===== config.mk =====
export PLATFORM = sky130hd
export DESIGN_NAME = nibble_serial_adder_flat
export DESIGN_NICKNAME = d
export VERILOG_FILES = /design/src/rtl/nibble_serial_adder_if.sv /design/src/rtl/nibble_serial_adder.sv /design/src/flat_wrapper.sv
export SDC_FILE = /design/constraint.sdc
export NUM_CORES = 1
export LEC_CHECK = 0
export CAP_MARGIN = 20
export CORE_ASPECT_RATIO = 1.1
export CORE_MARGIN = 2
export CORE_UTILIZATION = 62
export DETAILED_ROUTE_END_ITERATION = 16
export DONT_BUFFER_PORTS = 1
export PLACE_DENSITY = 0.88
export REMOVE_ABC_BUFFERS = 1
export SYNTH_ARGS = -nofsm -noshare
export SYNTH_HDL_FRONTEND = slang
export SYNTH_SLANG_ARGS = --single-unit

===== constraint.sdc =====
create_clock -name clk -period 2.15 [get_ports clk]
set_clock_uncertainty 0.1 [all_clocks]
set_input_delay 0.5375 -clock clk [delete_from_list [all_inputs] [get_ports clk]]
set_output_delay 0.5375 -clock clk [all_outputs]
set_load 0.005 [all_outputs]

===== src/rtl/nibble_serial_adder_if.sv =====
// Operand/result handshake and adder-side bus for nibble_serial_adder.
// NIBBLE_SERIAL_ADDER_SUB_EN adds the sub request bit.
interface nibble_serial_adder_if #(
    parameter int NIBBLES = 4
);
    localparam int WIDTH = 4 * NIBBLES;

    logic             in_valid;
    logic             in_ready;
    logic [WIDTH-1:0] a_in;
    logic [WIDTH-1:0] b_in;
    logic             cin;
`ifdef NIBBLE_SERIAL_ADDER_SUB_EN
    logic             sub;
`endif
    logic [3:0]       add_r1;
    logic [3:0]       add_r2;
    logic             add_ci;
    logic [3:0]       add_sum;
    logic             add_carry;
    logic             out_valid;
    logic             out_ready;
    logic [WIDTH-1:0] result;
    logic             cout;
    logic             ovf;

`ifdef NIBBLE_SERIAL_ADDER_SUB_EN
    modport slave (
        input  in_valid, a_in, b_in, cin, sub, add_sum, add_carry, out_ready,
        output in_ready, add_r1, add_r2, add_ci, out_valid, result, cout, ovf
    );
    modport master (
        output in_valid, a_in, b_in, cin, sub, add_sum, add_carry, out_ready,
        input  in_ready, add_r1, add_r2, add_ci, out_valid, result, cout, ovf
    );
`else
    modport slave (
        input  in_valid, a_in, b_in, cin, add_sum, add_carry, out_ready,
        output in_ready, add_r1, add_r2, add_ci, out_valid, result, cout, ovf
    );
    modport master (
        output in_valid, a_in, b_in, cin, add_sum, add_carry, out_ready,
        input  in_ready, add_r1, add_r2, add_ci, out_valid, result, cout, ovf
    );
`endif
endinterface


===== src/rtl/nibble_serial_adder.sv =====
// Sequences a WIDTH-bit add through a shared 4-bit adder, LSB nibble first.
// Define NIBBLE_SERIAL_ADDER_SUB_EN to add the sub (A-B) request.
module nibble_serial_adder #(
    parameter int NIBBLES = 4
) (
    input logic                   clk,
    input logic                   rst,
    nibble_serial_adder_if.slave  bus
);
    localparam int WIDTH = 4 * NIBBLES;
    localparam int IDX_W = (NIBBLES > 1) ? $clog2(NIBBLES) : 1;
    localparam logic [IDX_W-1:0] LAST_IDX = IDX_W'(NIBBLES - 1);

    typedef enum logic [1:0] {IDLE, ADD, DONE} state_t;

    state_t           state;
    state_t           state_next;
    logic [IDX_W-1:0] idx;
    logic [WIDTH-1:0] a_reg;
    logic [WIDTH-1:0] b_reg;
    logic             cin_reg;
    logic             carry_reg;
    logic [WIDTH-1:0] result_reg;
    logic             cout_reg;
    logic             ovf_reg;
    logic             sub_reg;
    logic [3:0]       a_nib;
    logic [3:0]       b_nib;
    logic             b_msb;

`ifdef NIBBLE_SERIAL_ADDER_SUB_EN
    always_ff @(posedge clk) begin
        if (rst) begin
            sub_reg <= 1'b0;
        end else if (state == IDLE && bus.in_valid) begin
            sub_reg <= bus.sub;
        end
    end
`else
    assign sub_reg = 1'b0;
`endif

    // Subtraction adds the one's complement of B, so its sign flips too.
    assign b_msb = b_reg[WIDTH-1] ^ sub_reg;

    always_comb begin
        a_nib = '0;
        b_nib = '0;
        for (int n = 0; n < NIBBLES; n++) begin
            if (idx == IDX_W'(n)) begin
                a_nib = a_reg[4*n +: 4];
                b_nib = b_reg[4*n +: 4];
            end
        end
    end

    always_ff @(posedge clk) begin
        if (rst) begin
            state <= IDLE;
        end else begin
            state <= state_next;
        end
    end

    always_comb begin
        state_next    = state;
        bus.in_ready  = 1'b0;
        bus.out_valid = 1'b0;
        bus.add_r1    = 4'h0;
        bus.add_r2    = 4'h0;
        bus.add_ci    = 1'b0;
        case (state)
            IDLE: begin
                bus.in_ready = 1'b1;
                if (bus.in_valid) begin
                    state_next = ADD;
                end
            end
            ADD: begin
                bus.add_r1 = a_nib;
                bus.add_r2 = sub_reg ? ~b_nib : b_nib;
                if (idx == '0) begin
                    bus.add_ci = sub_reg | cin_reg;
                end else begin
                    bus.add_ci = carry_reg;
                end
                if (idx == LAST_IDX) begin
                    state_next = DONE;
                end
            end
            DONE: begin
                bus.out_valid = 1'b1;
                if (bus.out_ready) begin
                    state_next = IDLE;
                end
            end
            default: state_next = IDLE;
        endcase
    end

    always_ff @(posedge clk) begin
        if (rst) begin
            idx        <= '0;
            a_reg      <= '0;
            b_reg      <= '0;
            cin_reg    <= 1'b0;
            carry_reg  <= 1'b0;
            result_reg <= '0;
            cout_reg   <= 1'b0;
            ovf_reg    <= 1'b0;
        end else begin
            case (state)
                IDLE: begin
                    if (bus.in_valid) begin
                        a_reg   <= bus.a_in;
                        b_reg   <= bus.b_in;
                        cin_reg <= bus.cin;
                        idx     <= '0;
                    end
                end
                ADD: begin
                    for (int n = 0; n < NIBBLES; n++) begin
                        if (idx == IDX_W'(n)) begin
                            result_reg[4*n +: 4] <= bus.add_sum;
                        end
                    end
                    carry_reg <= bus.add_carry;
                    idx       <= idx + IDX_W'(1);
                    // Top nibble: its sum bit 3 is the result sign bit.
                    if (idx == LAST_IDX) begin
                        cout_reg <= bus.add_carry;
                        ovf_reg  <= (a_reg[WIDTH-1] == b_msb) &&
                                    (bus.add_sum[3] != a_reg[WIDTH-1]);
                    end
                end
                default: ;
            endcase
        end
    end

    assign bus.result = result_reg;
    assign bus.cout   = cout_reg;
    assign bus.ovf    = ovf_reg;

endmodule


===== src/flat_wrapper.sv =====
// flat-port wrapper written by rule: the top's interface ports become plain ports
module nibble_serial_adder_flat 
#(
    parameter int NIBBLES = 4
)
  (clk, rst, bus_in_valid, bus_a_in, bus_b_in, bus_cin, bus_add_sum, bus_add_carry, bus_out_ready, bus_in_ready, bus_add_r1, bus_add_r2, bus_add_ci, bus_out_valid, bus_result, bus_cout, bus_ovf);
  nibble_serial_adder_if #(.NIBBLES(NIBBLES)) bus_i ();
  input logic clk;
  input logic rst;
  input wire logic [$bits(bus_i.in_valid)-1:0] bus_in_valid;
  input wire logic [$bits(bus_i.a_in)-1:0] bus_a_in;
  input wire logic [$bits(bus_i.b_in)-1:0] bus_b_in;
  input wire logic [$bits(bus_i.cin)-1:0] bus_cin;
  input wire logic [$bits(bus_i.add_sum)-1:0] bus_add_sum;
  input wire logic [$bits(bus_i.add_carry)-1:0] bus_add_carry;
  input wire logic [$bits(bus_i.out_ready)-1:0] bus_out_ready;
  output wire logic [$bits(bus_i.in_ready)-1:0] bus_in_ready;
  output wire logic [$bits(bus_i.add_r1)-1:0] bus_add_r1;
  output wire logic [$bits(bus_i.add_r2)-1:0] bus_add_r2;
  output wire logic [$bits(bus_i.add_ci)-1:0] bus_add_ci;
  output wire logic [$bits(bus_i.out_valid)-1:0] bus_out_valid;
  output wire logic [$bits(bus_i.result)-1:0] bus_result;
  output wire logic [$bits(bus_i.cout)-1:0] bus_cout;
  output wire logic [$bits(bus_i.ovf)-1:0] bus_ovf;
  assign bus_i.in_valid = bus_in_valid;
  assign bus_i.a_in = bus_a_in;
  assign bus_i.b_in = bus_b_in;
  assign bus_i.cin = bus_cin;
  assign bus_i.add_sum = bus_add_sum;
  assign bus_i.add_carry = bus_add_carry;
  assign bus_i.out_ready = bus_out_ready;
  assign bus_in_ready = bus_i.in_ready;
  assign bus_add_r1 = bus_i.add_r1;
  assign bus_add_r2 = bus_i.add_r2;
  assign bus_add_ci = bus_i.add_ci;
  assign bus_out_valid = bus_i.out_valid;
  assign bus_result = bus_i.result;
  assign bus_cout = bus_i.cout;
  assign bus_ovf = bus_i.ovf;
  nibble_serial_adder #(.NIBBLES(NIBBLES)) u_core (.clk(clk), .rst(rst), .bus(bus_i));
endmodule

==> results.py, run 1 <==
metrics = {
    "synth": {
        "ys_seq_area_share_pct": 46.4,
        "synth_ff_type": "dfxtp_1",
        "synth_cells": 296,
        "netlist_area_um2": 2410,
        "synth-edff-count": 0,
        "synth_cell_types": 28,
        "ys_ff_latch": 56,
        "async_flop_share_pct": 0,
        "synthTopCellsByArea": "dfxtp_1 46%, nand2_1 13%, a21oi_1 10%",
        "avgSynthCellArea_um2": 8.16,
        "yosysTopAreaCellShare_pct": 46.4,
        "yosysWarnings": 0,
        "yosysTopAreaCell": "dfxtp_1",
    },
    "finish": {
        "multi_input_area_um2": 1270,
        "nets": 344,
        "num-fill-cells": 296,
        "final_common_cell": "nand2_1",
        "final-seq-area_um2": 1130,
        "syn_to_final_growth_pct": 12.0,
        "final_cell_mix": "85 x nand2_1, 54 x dfxtp_1, 49 x a21oi_1",
        "drive_gt1_share_pct": 17.2,
        "antennaDiodeCount": 0,
        "fin_util_pct": 73.4,
        "fin_cells": 346,
    },
    "timing": {
        "fmax_ghz": 0.451,
        "finalCritPeriodShare_pct": 103,
        "maxSlewHeadroom_pct": 76.3,
        "slew_viol_final": 0,
        "setup_ws_ns": -0.0696,
        "finalSetupViolations": 7,
        "hold_viol_final": 0,
        "worst_pin_slew_ns": 0.354,
        "rsz0062_at_grt": "yes",
        "period_needed_ns": 2.22,
    },
    "floorplan": {
        "dieArea_um2": 4410,
        "start_util_pct": 65.6,
        "die_y_um": 69.5,
        "num_rows": 23,
        "io_pins": 71,
        "coreArea_um2": 3680,
        "die_x_um": 63.5,
    },
    "pwr": {
        "power.switching_mw": 0.480,
        "swShare_pct": 25.4,
        "ir_worst_vdd_v": 0.000484,
        "powerDensity_nw_per_um2": 697,
        "power_mw": 1.89,
        "leakage_nw": 0.982,
        "intPower_mw": 1.41,
        "p_seq_share_pct": 59.3,
        "p_comb_share_pct": 13.7,
        "p_clk_share_pct": 27.1,
    },
    "critical_path": {
        "critPathRequiredTime_ns": 1.51,
        "end_kind": "primary output",
        "arrival_ns": 1.58,
        "r2r_cells": 6,
        "critPathKind": "reg2out",
        "startpoint_type": "flip-flop",
        "worstPathMaxFanout": 5,
    },
    "global_route": {
        "grt_max_degree": 57,
        "grtUsageTotal_pct": 26.3,
        "gr-total-overflow": 0,
        "grt_pass1_wl_mm": 9.17,
        "antenna_found_initial": 0,
        "grt_pass1_vias": 1972,
    },
    "drt": {
        "wl_per_cell_um": 16.2,
        "dr.first_iter.drc_count": 222,
        "first_pass_iters": 4,
        "post-route-drc-count": 0,
        "wl_mm": 5.61,
        "viasPerCell": 5.92,
        "detail-route-antenna-nets": 0,
        "routed-via-count": 2048,
    },
    "place": {
        "dp.cells": 337,
        "dp_hpwl_mm": 3.57,
        "port_buffers": 0,
        "place_congestion": 0.782,
    },
    "outcome": {
        "status": "finished with violations",
        "violations": "setup timing",
    },
    "clock_network": {
        "htreeDepth": 2,
        "cts_tree": "yes",
        "clock_latency_ns": 0.30,
        "clock-sinks": 56,
        "cts_buffer_depth": 2,
        "root_buffer": "clkbuf_8",
        "cts_inserted_buffers": 5,
        "ctsHoldBuffers": 0,
        "cts.clk_slew.worst_paths_ns": 0.08,
    },
    "min_path": {
        "min_path_type": "in2reg",
        "whs_path_depth": 1,
    },
    "job": {
        "max_cap_violations": 0,
    },
}
-- synth_stat cells (all sizes together), types with 2 or more instances --
master and instances:
a21oi 51, a221oi 8, buf 15, clkbuf 8
dfxtp 56, ha 4, inv 4, mux2i 6
nand2 85, nand2b 2, nand3 21, nand3b 4
nor2 6, nor2b 3, nor3 3, nor3b 2
o21ai 8, o31ai 6, o32ai 2
-- worst paths after layout --
path | from | endpoint | slack (ns)
max | u_core.idx[1] | bus_add_r1[3] | -0.07
min | rst | u_core.a_reg[2] | 0.19
max reg2reg | u_core.idx[0] | u_core.bus.ovf | 0.41
min reg2reg | u_core.a_reg[10] | u_core.a_reg[10] | 0.35
-- per-layer routing --
layer  routed length (um)  share of wire [%]  GRT usage, %  vias up
met5                    0                  0             0        -
met1                 2140                 38          30.7      950
met4                  104                1.9          8.94        0
li1                     -                  -             -     1007
met2                 2880                 51          44.9       80
met3                  486                8.7          8.93       11
-- kinds of logic (layout without fill, tap and decap cells) --
group	after synthesis	count (layout)	share of synthesized area, %
buf+inv	27	27	7.20
fa+ha+maj	4	4	2.07
compound gates	75	75	18.0
flops	56	56	46.4
simple gates	128	128	23.8
mux	6	6	2.49
-- stage by stage --
stage          area [um^2]  hold WS [ns]  setup slack [ns]  TNS [ns]
2_1_floorplan         2260         0.327            0.0168         0
3_3_place_gp          2420         0.335             0.177         0
3_5_place_dp          2420         0.338             0.109         0
4_1_cts               2670         0.188           -0.0305    -0.104
5_1_grt               2710         0.178            -0.120    -0.689
6_report              2710         0.189           -0.0696    -0.209
-- worst max-delay path, cell delays in order, from the launching register on --
cell and delay, ns:
dfxtp_4 0.37, inv_4 0.08, ha_4 0.13, nor2b_4 0.16
buf_6 0.15, a221oi_2 0.07, o32ai_2 0.32
-- power groups by stage --
stage               combinational (mW)  clock, mW  sequential [mW]
finish                           0.258      0.510             1.12
detailed placement               0.203          0             1.14
global route                     0.285      0.562             1.12
floorplan                        0.137          0             1.13
global placement                 0.195          0             1.13
CTS                              0.246      0.517             1.12
-- layout make-up --
type	instances	area share [%]
clock buffer	5	2.54
inverter	4	0.740
multi-input combinational	213	46.8
sequential	56	41.7
tap	50	2.31
timing repair buffer	18	5.87
-- timing repair --
action / 4_1_cts / 5_1_grt
setup buffers: 4 / 0
setup endpoints to repair: 8 / 8
pin swaps: 9 / 2
resized for setup: 29 / 7
(Power assumes the default switching activity.)
==> run 2: changes to the inputs <==
--- a/config.mk
+++ b/config.mk
@@ -9,6 +9,7 @@
 export CORE_ASPECT_RATIO = 1.1
 export CORE_MARGIN = 2
 export CORE_UTILIZATION = 62
+export CTS_CLUSTER_SIZE = 20
 export DETAILED_ROUTE_END_ITERATION = 16
 export DONT_BUFFER_PORTS = 1
 export PLACE_DENSITY = 0.88
==> results of run 2 <==
Final layout, timing and power as in run 1 (identical DEF).
==> run 3: changes to the inputs <==
--- a/config.mk
+++ b/config.mk
@@ -5,7 +5,7 @@
 export SDC_FILE = /design/constraint.sdc
 export NUM_CORES = 1
 export LEC_CHECK = 0
-export CAP_MARGIN = 20
+export CAP_MARGIN = 40
 export CORE_ASPECT_RATIO = 1.1
 export CORE_MARGIN = 2
 export CORE_UTILIZATION = 62
@@ -14,6 +14,7 @@
 export DONT_BUFFER_PORTS = 1
 export PLACE_DENSITY = 0.88
 export REMOVE_ABC_BUFFERS = 1
+export SKIP_CTS_REPAIR_TIMING = 1
 export SYNTH_ARGS = -nofsm -noshare
 export SYNTH_HDL_FRONTEND = slang
 export SYNTH_SLANG_ARGS = --single-unit
==> results.py, run 3 (synthesis results as in run 1) <==
metrics = {
    "critical_path": {
        "slowest_stage": "dfxtp_4",
        "reg2reg_to": "u_core.bus.ovf",
        "r2r_cells": 5,
        "cp_top_family": "compound AO/OA/AOI/OAI gates",
        "slowest_delay_ns": 0.40,
        "critPathKind": "reg2out",
        "end_kind": "primary output",
        "path_buf_inv": 2,
        "arrival_ns": 1.56,
        "regToRegSetupSlack_ns": 0.50,
        "critPathRequiredTime_ns": 1.51,
        "path_cells": "inv_4 -> ha_2 -> inv_2 -> o21ai_0 -> o31ai_2",
        "worstPathMaxFanout": 8,
        "crit_end": "bus_add_r1[0]",
        "critical_path_depth": 5,
        "crit_start": "u_core.idx[0]",
        "reg2reg_from": "u_core.idx[0]",
        "startpoint_type": "flip-flop",
    },
    "finish": {
        "fin_util_pct": 74.0,
        "drive_gt1_share_pct": 17.0,
        "antennaDiodeCount": 0,
        "nets": 342,
        "final_common_cell": "nand2_1",
        "design_area_um2": 2730,
        "final_cell_mix": "85 x nand2_1, 54 x dfxtp_1, 49 x a21oi_1",
        "syn_to_final_growth_pct": 12.9,
    },
    "place": {
        "postPlaceCellArea_um2": 2420,
        "place_congestion": 0.782,
        "dp_hpwl_mm": 3.57,
        "port_buffers": 0,
    },
    "floorplan": {
        "die_y_um": 69.5,
        "dieArea_um2": 4410,
        "start_util_pct": 65.6,
        "die_x_um": 63.5,
        "io_pins": 71,
        "num_rows": 23,
        "coreArea_um2": 3680,
    },
    "drt": {
        "routed-via-count": 2037,
        "post-route-drc-count": 0,
        "wl_per_cell_um": 16.1,
        "wl_mm": 5.53,
        "detail-route-antenna-nets": 0,
        "dr.first_iter.drc_count": 160,
        "first_pass_iters": 4,
        "viasPerCell": 5.92,
    },
    "clock_network": {
        "cts_inserted_buffers": 5,
        "root_buffer": "clkbuf_8",
        "htreeDepth": 2,
        "clock-sinks": 56,
        "cts.clk_slew.worst_paths_ns": 0.08,
        "clock_latency_ns": 0.30,
        "cts_tree": "yes",
        "cts_buffer_depth": 2,
    },
    "timing": {
        "fmax_ghz": 0.455,
        "slew_viol_final": 0,
        "finalSetupViolations": 7,
        "hold_viol_final": 0,
        "rsz0062_at_grt": "yes",
        "period_needed_ns": 2.20,
        "worst_pin_slew_ns": 0.357,
        "setup_ws_ns": -0.0495,
        "finalCritPeriodShare_pct": 102,
        "maxSlewHeadroom_pct": 76.2,
    },
    "min_path": {
        "min_path_type": "in2reg",
    },
    "pwr": {
        "powerDensity_nw_per_um2": 693,
        "ir_worst_vdd_v": 0.000489,
        "leakage_nw": 0.977,
    },
    "outcome": {
        "violations": "setup timing",
        "status": "finished with violations",
    },
    "global_route": {
        "grtUsageTotal_pct": 24.2,
        "antenna_found_initial": 0,
        "grt_pass1_vias": 1875,
        "grt_pass1_wl_mm": 8.56,
        "grt_max_degree": 57,
        "gr-total-overflow": 0,
    },
    "job": {
        "max_cap_violations": 0,
    },
}
-- run 3: cell count changes in the layout (fill, tap and decap cells not counted), sizes merged --
cell | before | now
buf | 18 | 16
-- run 3: final cells by class --
class / count / area [um^2]
clock buffers: 5 / 68.8
fillers: 296 / 957
inverters: 4 / 20.0
multi-input cells: 213 / 1290
flip-flops and latches: 56 / 1130
well taps: 50 / 62.6
repair buffers: 16 / 151
-- run 3: stage by stage --
step                      std cells  hold WS [ns]  TNS, ns  power (mW)  worst slack [ns]
after floorplan                 273         0.327        0        1.27            0.0168
after global placement          337         0.335        0        1.33             0.177
after detailed placement        337         0.338        0        1.34             0.109
after CTS                       342         0.188    -1.61        1.83            -0.227
after global routing            344         0.181   -0.701        1.97            -0.111
final                           344         0.194   -0.164        1.89           -0.0495
-- run 3: where the power goes --
group          switching, mW  leakage (nW)  internal, mW
sequential            0.0365         0.459          1.08
combinational          0.149         0.482         0.116
clock                  0.295        0.0359         0.211
total                  0.480         0.977          1.41
-- run 3: worst min path at each step --
stage	startpoint	slack [ns]	to	depth (start not counted)
2_1_floorplan	u_core.a_reg[10]	0.33	u_core.a_reg[10]	2
3_3_place_gp	u_core.b_reg[9]	0.34	u_core.b_reg[9]	2
3_5_place_dp	u_core.b_reg[8]	0.34	u_core.b_reg[8]	2
4_1_cts	rst	0.19	u_core.a_reg[4]	1
5_1_grt	rst	0.18	u_core.b_reg[0]	1
6_report	rst	0.19	u_core.a_reg[2]	1
-- run 3: metal layers --
layer,track usage (%),vias to the layer above,wire [um]
li1,-,1004,-
met1,29.1,954,2130
met2,40.7,71,2860
met3,8.77,8,452
met4,6.52,0,85
met5,0,-,0
